==> config.mk <==
export PLATFORM = sky130hd
export DESIGN_NAME = bk_bus_arbiter
export DESIGN_NICKNAME = d
export VERILOG_FILES = /design/src/rtl/bk_bus_arbiter.sv
export SDC_FILE = /design/constraint.sdc
export NUM_CORES = 1
export LEC_CHECK = 0
export ABC_AREA = 1
export CORE_MARGIN = 2
export CORE_UTILIZATION = 30
export CTS_BUF_LIST = sky130_fd_sc_hd__clkbuf_4
export DETAILED_ROUTE_END_ITERATION = 16
export PLACE_DENSITY = 0.84
export REMOVE_ABC_BUFFERS = 1
export SETUP_SLACK_MARGIN = 0.5
export SYNTH_ARGS = -nofsm -noshare
export SYNTH_HDL_FRONTEND = slang
export SYNTH_SLANG_ARGS = --single-unit
==> constraint.sdc <==
create_clock -name clk -period 1.6 [get_ports clk]
set_clock_uncertainty 0.05 [all_clocks]
set_input_delay 0.4 -clock clk [delete_from_list [all_inputs] [get_ports clk]]
set_output_delay 0.4 -clock clk [all_outputs]
set_load 0.02 [all_outputs]
==> src/rtl/bk_bus_arbiter.sv <==
// BK-0010 system bus arbiter: shares the bus between the vm1 CPU and one DMA master
// via the DMR/DMGO/SACK handshake, and converts a missing RPLY into a one-clock error pulse.
module bk_bus_arbiter #(
  parameter int unsigned TIMEOUT = 64
) (
  input  logic        clk,
  input  logic        reset,
  input  logic        ce,
  input  logic [15:0] cpu_addr,
  input  logic [15:0] cpu_data_o,
  input  logic        cpu_din,
  input  logic        cpu_dout,
  input  logic        cpu_wtbt,
  output logic        cpu_rply,
  output logic        cpu_error,
  input  logic        dma_dmr,
  output logic        dma_dmgo,
  input  logic        dma_sack,
  input  logic [15:0] dma_addr,
  input  logic [15:0] dma_data_o,
  input  logic        dma_din,
  input  logic        dma_dout,
  input  logic        dma_wtbt,
  output logic        dma_rply,
  output logic        dma_error,
  output logic [15:0] bus_addr,
  output logic [15:0] bus_data_o,
  output logic        bus_din,
  output logic        bus_dout,
  output logic        bus_wtbt,
  input  logic        bus_rply,
  input  logic [15:0] bus_data_i,
  output logic [15:0] data_i,
  output logic        owner
);

  localparam logic [7:0] TIMEOUT_C  = 8'(TIMEOUT);
  localparam logic [7:0] TIMEOUT_M1 = 8'(TIMEOUT - 1);

  typedef enum logic [1:0] {
    ST_CPU   = 2'd0,
    ST_OFFER = 2'd1,
    ST_DMA   = 2'd2
  } state_t;

  state_t     state_q, state_d;
  logic       owner_q, owner_d;
  logic       dmgo_q, dmgo_d;
  logic       cpu_err_q, cpu_err_d;
  logic       dma_err_q, dma_err_d;
  logic [7:0] cnt_q, cnt_d;
  logic       cpu_mask_s;
  logic       strobe_s;

  // Steer the owner's address, data and strobes onto the bus; reply goes only to the owner.
  always_comb begin
    cpu_mask_s = (state_q == ST_OFFER);
    if (owner_q) begin
      bus_addr   = dma_addr;
      bus_data_o = dma_data_o;
      bus_din    = dma_din;
      bus_dout   = dma_dout;
      bus_wtbt   = dma_wtbt;
      dma_rply   = bus_rply;
      cpu_rply   = 1'b0;
    end else begin
      // While the grant is offered the CPU is kept off the bus so it cannot start a cycle.
      bus_addr   = cpu_addr;
      bus_data_o = cpu_data_o;
      bus_din    = cpu_din  & ~cpu_mask_s;
      bus_dout   = cpu_dout & ~cpu_mask_s;
      bus_wtbt   = cpu_wtbt & ~cpu_mask_s;
      cpu_rply   = bus_rply & ~cpu_mask_s;
      dma_rply   = 1'b0;
    end
  end

  assign data_i    = bus_data_i;
  assign owner     = owner_q;
  assign dma_dmgo  = dmgo_q;
  assign cpu_error = cpu_err_q;
  assign dma_error = dma_err_q;

  // Bus-master handshake: CPU -> OFFER -> DMA -> CPU, advancing only on ce.
  always_comb begin
    state_d = state_q;
    owner_d = owner_q;
    dmgo_d  = dmgo_q;
    if (ce) begin
      case (state_q)
        ST_CPU: begin
          if (dma_dmr && !cpu_din && !cpu_dout) begin
            state_d = ST_OFFER;
            dmgo_d  = 1'b1;
          end else begin
            state_d = ST_CPU;
          end
        end
        ST_OFFER: begin
          if (dma_sack) begin
            state_d = ST_DMA;
            owner_d = 1'b1;
            dmgo_d  = 1'b0;
          end else if (!dma_dmr) begin
            state_d = ST_CPU;
            dmgo_d  = 1'b0;
          end else begin
            state_d = ST_OFFER;
          end
        end
        ST_DMA: begin
          // A DMA cycle still in flight keeps the bus even after SACK drops.
          if (!dma_sack && !dma_din && !dma_dout) begin
            state_d = ST_CPU;
            owner_d = 1'b0;
          end else begin
            state_d = ST_DMA;
          end
        end
        default: begin
          state_d = ST_CPU;
          owner_d = 1'b0;
          dmgo_d  = 1'b0;
        end
      endcase
    end else begin
      state_d = state_q;
    end
  end

  // Reply timeout: count unanswered strobe cycles, fire once when the limit is reached.
  always_comb begin
    strobe_s  = bus_din | bus_dout;
    cnt_d     = cnt_q;
    cpu_err_d = 1'b0;
    dma_err_d = 1'b0;
    if (!ce) begin
      cnt_d = cnt_q;
    end else if (owner_d != owner_q) begin
      cnt_d = 8'd0;
    end else if (!strobe_s || bus_rply) begin
      cnt_d = 8'd0;
    end else if (cnt_q < TIMEOUT_C) begin
      cnt_d     = cnt_q + 8'd1;
      cpu_err_d = (cnt_q == TIMEOUT_M1) & ~owner_q;
      dma_err_d = (cnt_q == TIMEOUT_M1) &  owner_q;
    end else begin
      cnt_d = cnt_q;
    end
  end

  // State, grant, owner, counter and error-pulse registers.
  always_ff @(posedge clk or posedge reset) begin
    if (reset) begin
      state_q   <= ST_CPU;
      owner_q   <= 1'b0;
      dmgo_q    <= 1'b0;
      cnt_q     <= 8'd0;
      cpu_err_q <= 1'b0;
      dma_err_q <= 1'b0;
    end else begin
      state_q   <= state_d;
      owner_q   <= owner_d;
      dmgo_q    <= dmgo_d;
      cnt_q     <= cnt_d;
      cpu_err_q <= cpu_err_d;
      dma_err_q <= dma_err_d;
    end
  end

endmodule
Word-level counts from Yosys, hierarchy flattened
Cells that the tools add are included.
{ "classes": {"addsub": 1, "n_lt_le_gt_ge": 1, "eq_ne": 6, "mux": 31, "n_bitwise": 10, "reduce_logical": 15} }
{ "ops": {"columns": ["op", "count"], "rows": [
  ["two-way mux 16 bit", 2],
  ["two-way mux 8 bit", 3],
  ["two-way mux 1 bit", 21],
  ["adder 8 x 1 -> 8 bit (second input constant)", 1],
  ["equality test 8 x 6 -> 1 bit (second input constant)", 1],
  ["less-than comparator 8 x 7 -> 1 bit (second input constant)", 1],
  ["AND 1 bit", 6],
  ["logical NOT 1 bit", 6],
  ["case mux 1 bit (3 select lines)", 2],
  ["case mux 2 bit (3 select lines)", 1],
  ["logical AND 1 bit", 4],
  ["two-way mux 2 bit", 2],
  ["AND reduction 4 bit", 1],
  ["inequality test 3 bit (second input constant)", 1],
  ["inverter 1 bit", 3],
  ["nonzero test 3 bit", 1],
  ["equality test 2 x 1 -> 1 bit (second input constant)", 1],
  ["equality test 2 bit (second input constant)", 1],
  ["logical NOT 2 bit", 1],
  ["inequality test 2 bit (second input constant)", 1],
  ["AND reduction 2 bit", 1],
  ["logical OR 1 bit", 1],
  ["inequality test 1 bit", 1],
  ["OR 1 bit", 1]
]} }
{ "word_totals": {"reg_bits": 14, "in_bits": 92, "output_inout_bits": 57, "wordCells": 70} }

Logic depth before layout (Yosys ltp)
Gate-level depths: netlist of run 1.
{ "depth": {"ltp_word": 10, "depth_mapped": 12, "mapped_depth_nobuf": 12} }

Worst setup path before layout of run 1
Ideal clock, no wire load.
{ "synth_timing": {"kind": "register -> output", "startpoint": "reg owner_q (netlist: owner)", "endpoint": "out bus_data_o[10]", "arrival_ns": 1.273, "required_time_ns": 1.150, "path_slack_ns": -0.123, "path_stages_with_launch": 5, "path_buffers": 2, "path_cell_list": "dfrtp_1 -> buf_2 -> clkbuf_1 -> nand2_1 -> nand2_1"} }
{ "synth_via": {"elab_chain_len": 1} }
{ "synth_rtl": {"columns": ["element", "line", "text"], "rows": [
  ["start: declaration", "47", "logic owner_q, owner_d;"],
  ["start signal: assignment", "163", "owner_q <= owner_d;"],
  ["two-way mux 16 bit", "58", "if (owner_q) begin"],
  ["end: declaration", "27", "output logic [15:0] bus_data_o,"]
]} }
No other way between the ends.

Worst setup path after layout of run 1
{ "layout_timing": {"startpoint": "reg owner_q (netlist: owner)", "endpoint": "out bus_data_o[1]"} }
Same word-level chain as after synthesis.

==> results of run 1 <==
==> per-layer routing <==
metal / vias up / global-route usage / part of all wire
met1: 1038 / 0.232 / 0.32
met5: - / 0 / 0
met2: 117 / 0.437 / 0.55
met4: 0 / 0.101 / 0.040
li1: 999 / - / -
met3: 29 / 0.0677 / 0.085
==> cells in the final DEF, fill, tap and decap left out, drive strengths merged <==
cell type and count:
a21boi 1, a21oi 5, a22oi 2, a31oi 1, buf 76, clkbuf 3
clkdlybuf4s50 67, clkinv 1, dfrtp 14, dlygate4sd2 6, dlymetal6s2s 2, ha 1
inv 18, nand2 146, nand3 12, nand4 1, nor2 14, nor3 1
nor4 1, o21ai 1, xnor2 1, xor2 3
==> registers in the layout, summed over array words and instances, names as in the netlist <==
signal and count:
cnt_q 8, cpu_error 1, dma_dmgo 1, dma_error 1
owner 1, state_q 2
==> worst min path at each step <==
stage | start | end | slack [ps] | depth (start not counted)
6_report | reset | cnt_q[0]$_DFFE_PP0P_ | 370 | 3
5_1_grt | reset | state_q[1]$_DFFE_PP0P_ | 370 | 3
4_1_cts | reset | cnt_q[0]$_DFFE_PP0P_ | 360 | 3
3_5_place_dp | cnt_q[1]$_DFFE_PP0P_ | cnt_q[1]$_DFFE_PP0P_ | 440 | 2
3_3_place_gp | cnt_q[1]$_DFFE_PP0P_ | cnt_q[1]$_DFFE_PP0P_ | 430 | 2
2_1_floorplan | reset | cnt_q[0]$_DFFE_PP0P_ | 240 | 1
==> logic make-up (layout without fill, tap and decap cells) <==
logic type	Yosys count	after routing	share of synthesized area
and+or+nand+nor	175	175	0.521
buffers and inverters	42	173	0.155
DFF	14	14	0.246
AOI/OAI and AO/OA	10	10	0.0440
xor gates and xnor gates	4	4	0.0247
adders and majority gates	1	1	0.00880
==> power breakdown <==
part	total [mW]	internal (mW)	switching [mW]
Sequential	0.398	0.374	0.0241
Combinational	1.33	0.703	0.629
Clock	0.204	0.0904	0.113
==> synth_stat cells <==
master and instances:
sky130_fd_sc_hd__buf_1 2, sky130_fd_sc_hd__inv_2 1, sky130_fd_sc_hd__clkbuf_1 4, sky130_fd_sc_hd__nand2_2 3, sky130_fd_sc_hd__xnor2_1 1, sky130_fd_sc_hd__ha_1 1
sky130_fd_sc_hd__o21ai_0 1, sky130_fd_sc_hd__inv_1 17, sky130_fd_sc_hd__dfrtp_1 14, sky130_fd_sc_hd__nand2_1 140, sky130_fd_sc_hd__nand3_2 1, sky130_fd_sc_hd__buf_4 16
sky130_fd_sc_hd__nor2_4 2, sky130_fd_sc_hd__a21boi_0 1, sky130_fd_sc_hd__nand2_4 3, sky130_fd_sc_hd__a22oi_1 2, sky130_fd_sc_hd__nand4_1 1, sky130_fd_sc_hd__nor3_1 1
sky130_fd_sc_hd__nand3_4 1, sky130_fd_sc_hd__a21oi_1 4, sky130_fd_sc_hd__a21oi_2 1, sky130_fd_sc_hd__nor4_1 1, sky130_fd_sc_hd__nand3_1 10, sky130_fd_sc_hd__xor2_1 3
sky130_fd_sc_hd__nor2_1 12, sky130_fd_sc_hd__buf_2 2, sky130_fd_sc_hd__a31oi_1 1
==> area by class of cell <==
type,count,area [µm²]
Fill cell,288,1070
Tap cell,54,67.6
Inverter,18,70.1
Clock buffer,3,22.5
Clock inverter,1,3.75
Multi-Input combinational cell,190,1320
Timing Repair Buffer,151,1720
Sequential cell,14,352
==> what timing repair did <==
action                                  4_1_cts  5_1_grt
endpoints found under the setup margin       55       55
pin swaps                                    29       47
hold buffers                                  0        0
resized for setup                           348       71
setup buffers                                 5        5
gates cloned                                  6        0
==> worst max-delay path, stage by stage (launching register included) <==
cell	delay, ps
sky130_fd_sc_hd__dfrtp_2	460
sky130_fd_sc_hd__inv_4	80
sky130_fd_sc_hd__buf_12	100
sky130_fd_sc_hd__buf_12	110
sky130_fd_sc_hd__buf_12	130
sky130_fd_sc_hd__nand2_2	70
sky130_fd_sc_hd__nand2_2	80
sky130_fd_sc_hd__buf_6	110
==> per-stage QoR <==
step	power [mW]	cell area (µm²)	TNS [ps]	hold WS, ps	cells
after detailed placement	1.28	2670	-19600	444	411
after CTS	1.76	3240	-6800	363	426
final	1.93	3560	-10160	375	431
after global placement	1.27	2670	-19000	432	411
after floorplan	0.758	1270	-31580	239	222
after global routing	2.02	3560	-13260	370	431
==> results.yml, run 1 <==
pwr:
  power_per_cell_area_nw_per_um2: 544
  leak_pwr_nw: 1.72
  ir_worst_vdd_uv: 545
timing:
  fin_ws_ps: -282
  final_cycle_share: 1.18
  final_slew_viol_count: 0
  setup-violations-final: 48
  achievable_frequency_mhz: 531
  slew_headroom: 0.815
  period_minus_slack_ps: 1880
  setup_repair_after_global_routing_missed_its_margin: "yes"
  hold_viol: 0
  tightest_pin_transition_ps: 275
die:
  dieHeight_um: 72.8
  core-area_um2: 4630
  design.die.area_um2: 5300
  io-pin-count: 149
  fp.dieW_um: 72.8
  rows: 25
  initial_util: 0.307
cells_and_area:
  antenna-diode-count: 0
  area_delta_synth_final_pct: 150
  layout.nets: 471
  postLayoutCoreUtil: 0.768
  drive_gt1_frac: 0.507
routing:
  drc_errors: 0
  post_drt_via_cell_ratio: 5.06
  wire_per_inst_um: 17.6
  num_vias: 2183
  postRouteWirelength_um: 7600
  final_antenna_net_count: 0
  total_iterations_of_the_first_detailed_routing_run: 4
  first_iter_violations: 60
clock_network:
  cts.htree.levels: 1
  clock_sinks: 14
  number_of_buffers_created_by_cts: 3
  cts_tree: "done"
  cts.path.max_buffers: 2
  insertion_delay_ps: 280
  clk_pin_slew_worst_paths_ps: 90
  root_buffer: "sky130_fd_sc_hd__clkbuf_4"
global_route:
  grt-ovfl-total: 0
  first_global_vias: 2053
  grt_pass1_wl_um: 9540
  grt_start_max_net_pins: 15
  antenna_found_initial: 0
  globalRouteTotalUtil: 0.231
logic_synthesis:
  postSynthCellCount: 246
  synth_register_bits: 14
  netlist-cell-type-count: 27
  synth-warning-count: 0
  synth.yosys.seq_area_share: 0.246
  proportion_of_netlist_area_held_by_the_largest_area_contributor: 0.370
  synth.top_cells.by_area: "sky130_fd_sc_hd__nand2_1 37%, sky130_fd_sc_hd__dfrtp_1 25%, sky130_fd_sc_hd__buf_4 8.5%, sky130_fd_sc_hd__inv_1 4.5%, sky130_fd_sc_hd__nand3_1 3.5%"
  synthDominantAreaCellType: "sky130_fd_sc_hd__nand2_1"
  synthesis.area_um2: 1420
  post_synth.cell_area_avg_um2: 5.78
setup_path:
  setup.worst_path.start: "owner$_DFF_PP0_"
  cp_data_arrival_time_ps: 1430
  cp_data_required_time_ps: 1150
  path_max_fanout: 7
  type_of_element_capturing_the_critical_path: "output pin"
  ff2ff_path_depth: 13
  worst_r2r_endpoint: "cnt_q[5]$_DFFE_PP0P_"
  ff2ff_setup_slack_ps: -240
  cp-start-kind: "flop"
  crit-reg2reg-launch: "owner$_DFF_PP0_"
  worstSetupEndpoint: "bus_data_o[1]"
  critical_path_type: "flop to output pin"
placed_design:
  placement.setup.worst_slack_ps: -538
  routabilityCongestion: 0.863
  detailed_place_hpwl_um: 4060
  port_buffers: 116
status:
  failing_checks: "setup timing"
  run_status: "complete, but fails checks"
run:
  max-cap-violations: 0
hold_path:
  hold_class: "primary input to async pin"
(Power assumes the default switching activity.)
==> inputs of run 2 (changes only) <==
--- a/config.mk
+++ b/config.mk
@@ -5,12 +5,13 @@
 export SDC_FILE = /design/constraint.sdc
 export NUM_CORES = 1
 export LEC_CHECK = 0
-export ABC_AREA = 1
+export ABC_AREA = 0
+export CORE_ASPECT_RATIO = 0.6
 export CORE_MARGIN = 2
-export CORE_UTILIZATION = 30
+export CORE_UTILIZATION = 29
 export CTS_BUF_LIST = sky130_fd_sc_hd__clkbuf_4
 export DETAILED_ROUTE_END_ITERATION = 16
-export PLACE_DENSITY = 0.84
+export PLACE_DENSITY = 0.83
 export REMOVE_ABC_BUFFERS = 1
 export SETUP_SLACK_MARGIN = 0.5
 export SYNTH_ARGS = -nofsm -noshare
==> run 2 against run 1 <==
Register-to-register slack worse by 40 ps; critical path type unchanged; via count is 27% lower; cell count fell by 24%; global-route usage shrank 2.4 points; the flow still finishes with violations (setup timing); first-iteration DRC count is 82% higher; utilization shrank 16 points; power rose by 65%; synthesized cell count decreased by 41%; largest power group unchanged; clock power rose by 2%.
==> results.yml, run 2 <==
pwr:
  leak_pwr_nw: 1.21
  total_power_mw: 3.19
  ir_worst_vdd_uv: 524
  power_per_cell_area_nw_per_um2: 1140
hold_path:
  hold_class: "primary input to async pin"
logic_synthesis:
  synthMuxAreaShare: 0.262
  synth_register_bits: 14
  post_synth_fa_ha_maj_area_fraction: 0.00910
  netlist-cell-type-count: 41
  synth.yosys.seq_area_share: 0.255
  synthesis.area_um2: 1380
  combinational_family_with_the_most_area_after_synthesis: "multiplexers"
  postSynthCellCount: 145
  edff_count_synth: 0
  post_synth.cell_area_avg_um2: 9.48
  synthXorXnorAreaFrac: 0.00637
  proportion_of_netlist_area_held_by_the_largest_area_contributor: 0.262
  synthSimpleGateAreaFrac: 0.177
  synth.top_cells.by_area: "sky130_fd_sc_hd__mux2_2 26%, sky130_fd_sc_hd__dfrtp_1 25%, sky130_fd_sc_hd__buf_4 9.3%, sky130_fd_sc_hd__nand2_1 3.5%, sky130_fd_sc_hd__o21ai_0 2.2%"
  synthDominantAreaCellType: "sky130_fd_sc_hd__mux2_2"
  synth_flop_cell: "sky130_fd_sc_hd__dfrtp_1"
  synth_compound_gate_area_share: 0.150
  synth-warning-count: 0
  async_sr_flop_fraction: 1.00
  netlist_top_cells_count: "32 x sky130_fd_sc_hd__mux2_2, 17 x sky130_fd_sc_hd__buf_4, 14 x sky130_fd_sc_hd__dfrtp_1"
  synth.most_common_cell: "sky130_fd_sc_hd__mux2_2"
setup_path:
  crit_buf_inv: 3
  critical_path_type: "flop to output pin"
  cp_data_arrival_time_ps: 1460
  path_max_fanout: 12
  critical-path-slowest-cell: "sky130_fd_sc_hd__dfrtp_2"
  ff2ff_path_depth: 8
  ff2ff_setup_slack_ps: -280
  worst_path_dominant_cell_family: "flip-flops"
  timing.critical_path.cells: "buf_12 -> buf_6 -> mux2_2 -> buf_2"
  crit-reg2reg-launch: "owner$_DFF_PP0_"
  worst_r2r_endpoint: "cnt_q[3]$_DFFE_PP0P_"
  cp-start-kind: "flop"
  slowest_delay_ps: 430
  type_of_element_capturing_the_critical_path: "output pin"
  cp_data_required_time_ps: 1150
timing:
  setup_repair_after_global_routing_missed_its_margin: "yes"
  achievable_frequency_mhz: 524
  holdWs_ps: 346
  tightest_pin_transition_ps: 462
  fin_ws_ps: -308
  slew_headroom: 0.689
  setup-violations-final: 48
  final_cycle_share: 1.19
  setup-tns-final_ps: -11270
  period_minus_slack_ps: 1910
  hold_viol: 0
  final_slew_viol_count: 0
status:
  failing_checks: "setup timing"
  run_status: "complete, but fails checks"
die:
  initial_util: 0.301
  dieHeight_um: 57.3
  core-area_um2: 4560
  io-pin-count: 149
  fp.dieW_um: 92.9
  rows: 19
  design.die.area_um2: 5330
routing:
  postRouteWirelength_um: 5690
  final_antenna_net_count: 0
  first_iter_violations: 109
  num_vias: 1601
  total_iterations_of_the_first_detailed_routing_run: 4
  post_drt_via_cell_ratio: 4.87
  wire_per_inst_um: 17.3
  drc_errors: 0
cells_and_area:
  instances_no_fill: 329
  largestRegisters: "cnt_q: 8 flops, state_q: 2 flops"
  max_ffs_per_register: 8
  layout.nets: 361
  layout.cell_area.non_filler_um2: 2790
  largest-register: "cnt_q"
  area_delta_synth_final_pct: 103
  most-common-layout-cells: "69 x sky130_fd_sc_hd__clkdlybuf4s50_1, 29 x sky130_fd_sc_hd__mux2_2, 27 x sky130_fd_sc_hd__buf_6"
  drive_gt1_frac: 0.519
  antenna-diode-count: 0
  layout.cells.most_common: "sky130_fd_sc_hd__clkdlybuf4s50_1"
global_route:
  globalRouteTotalUtil: 0.207
  grt_start_max_net_pins: 22
  antenna_found_initial: 0
  first_global_vias: 1675
  grt_pass1_wl_um: 8460
  grt-ovfl-total: 0
clock_network:
  cts.path.max_buffers: 2
  cts.htree.levels: 1
  root_buffer: "sky130_fd_sc_hd__clkbuf_4"
  insertion_delay_ps: 290
  clock_sinks: 14
  clk_pin_slew_worst_paths_ps: 90
  cts_tree: "done"
  postCtsHoldBufs: 0
  number_of_buffers_created_by_cts: 3
placed_design:
  detailed_place_hpwl_um: 4430
  place_area_um2: 2590
  place_inst: 317
  routabilityCongestion: 0.843
  port_buffers: 116
run:
  max-cap-violations: 0
run 2: worst max path at each step:
stage	slack (ps)	start	depth (start not counted)	endpoint
2_1_floorplan	-750	owner$_DFF_PP0_	5	cnt_q[3]$_DFFE_PP0P_
3_3_place_gp	-560	cpu_dout	4	bus_dout
3_5_place_dp	-600	cpu_wtbt	4	bus_wtbt
4_1_cts	-390	owner$_DFF_PP0_	3	bus_data_o[0]
5_1_grt	-360	owner$_DFF_PP0_	4	bus_data_o[11]
6_report	-310	owner$_DFF_PP0_	4	bus_data_o[7]
run 2: area by class of cell:
type	instances	area, µm²
clock buffer	3	22.5
fill	378	1770
sequential	14	352
inverter	5	18.8
multi-input combinational	102	1000
tap	63	78.8
timing repair buffer	142	1320
run 2: cell families after synthesis:
family                   after synthesis
AO/OA/AOI/OAI                         25
XOR/XNOR                               1
adder cells (fa/ha/maj)                1
buffers and inverters                 29
flip-flops                            14
multiplexers                          32
AND/OR/NAND/NOR                       43
run 2: worst min-delay path, cell delays in order:
cell	delay (ps)
sky130_fd_sc_hd__clkdlybuf4s50_1	390
sky130_fd_sc_hd__inv_1	50
sky130_fd_sc_hd__buf_4	220
run 2: repair_timing:
action,4_1_cts,5_1_grt
hold endpoints to repair,0,0
endpoints found under the setup margin,55,54
pin swaps,9,6
setup buffers,8,1
gates resized for setup,228,39
run 2: per-stage QoR:
| step | setup WS (ps) | util |
|---|---|---|
| global placement | -557 | 0.568 |
| finish | -308 | 0.612 |
| global route | -359 | 0.612 |
| detailed placement | -596 | 0.568 |
| CTS | -388 | 0.580 |
| floorplan | -746 | - |
run 2: power breakdown:
part / internal (mW) / total, mW / leakage [nW] / switching (mW)
clock network: 0.0878 / 0.209 / 0.0138 / 0.121
registers: 0.411 / 0.479 / 0.187 / 0.0674
logic: 1.34 / 2.50 / 1.01 / 1.16
run 2: per-layer routing:
| metal | GRT usage | up-vias | routed length, µm |
|---|---|---|---|
| met5 | 0.111 | - | 78 |
| met4 | 0.0504 | 2 | 59 |
| met3 | 0.0951 | 9 | 653 |
| met2 | 0.356 | 82 | 2710 |
| met1 | 0.229 | 759 | 2180 |
| li1 | - | 749 | - |
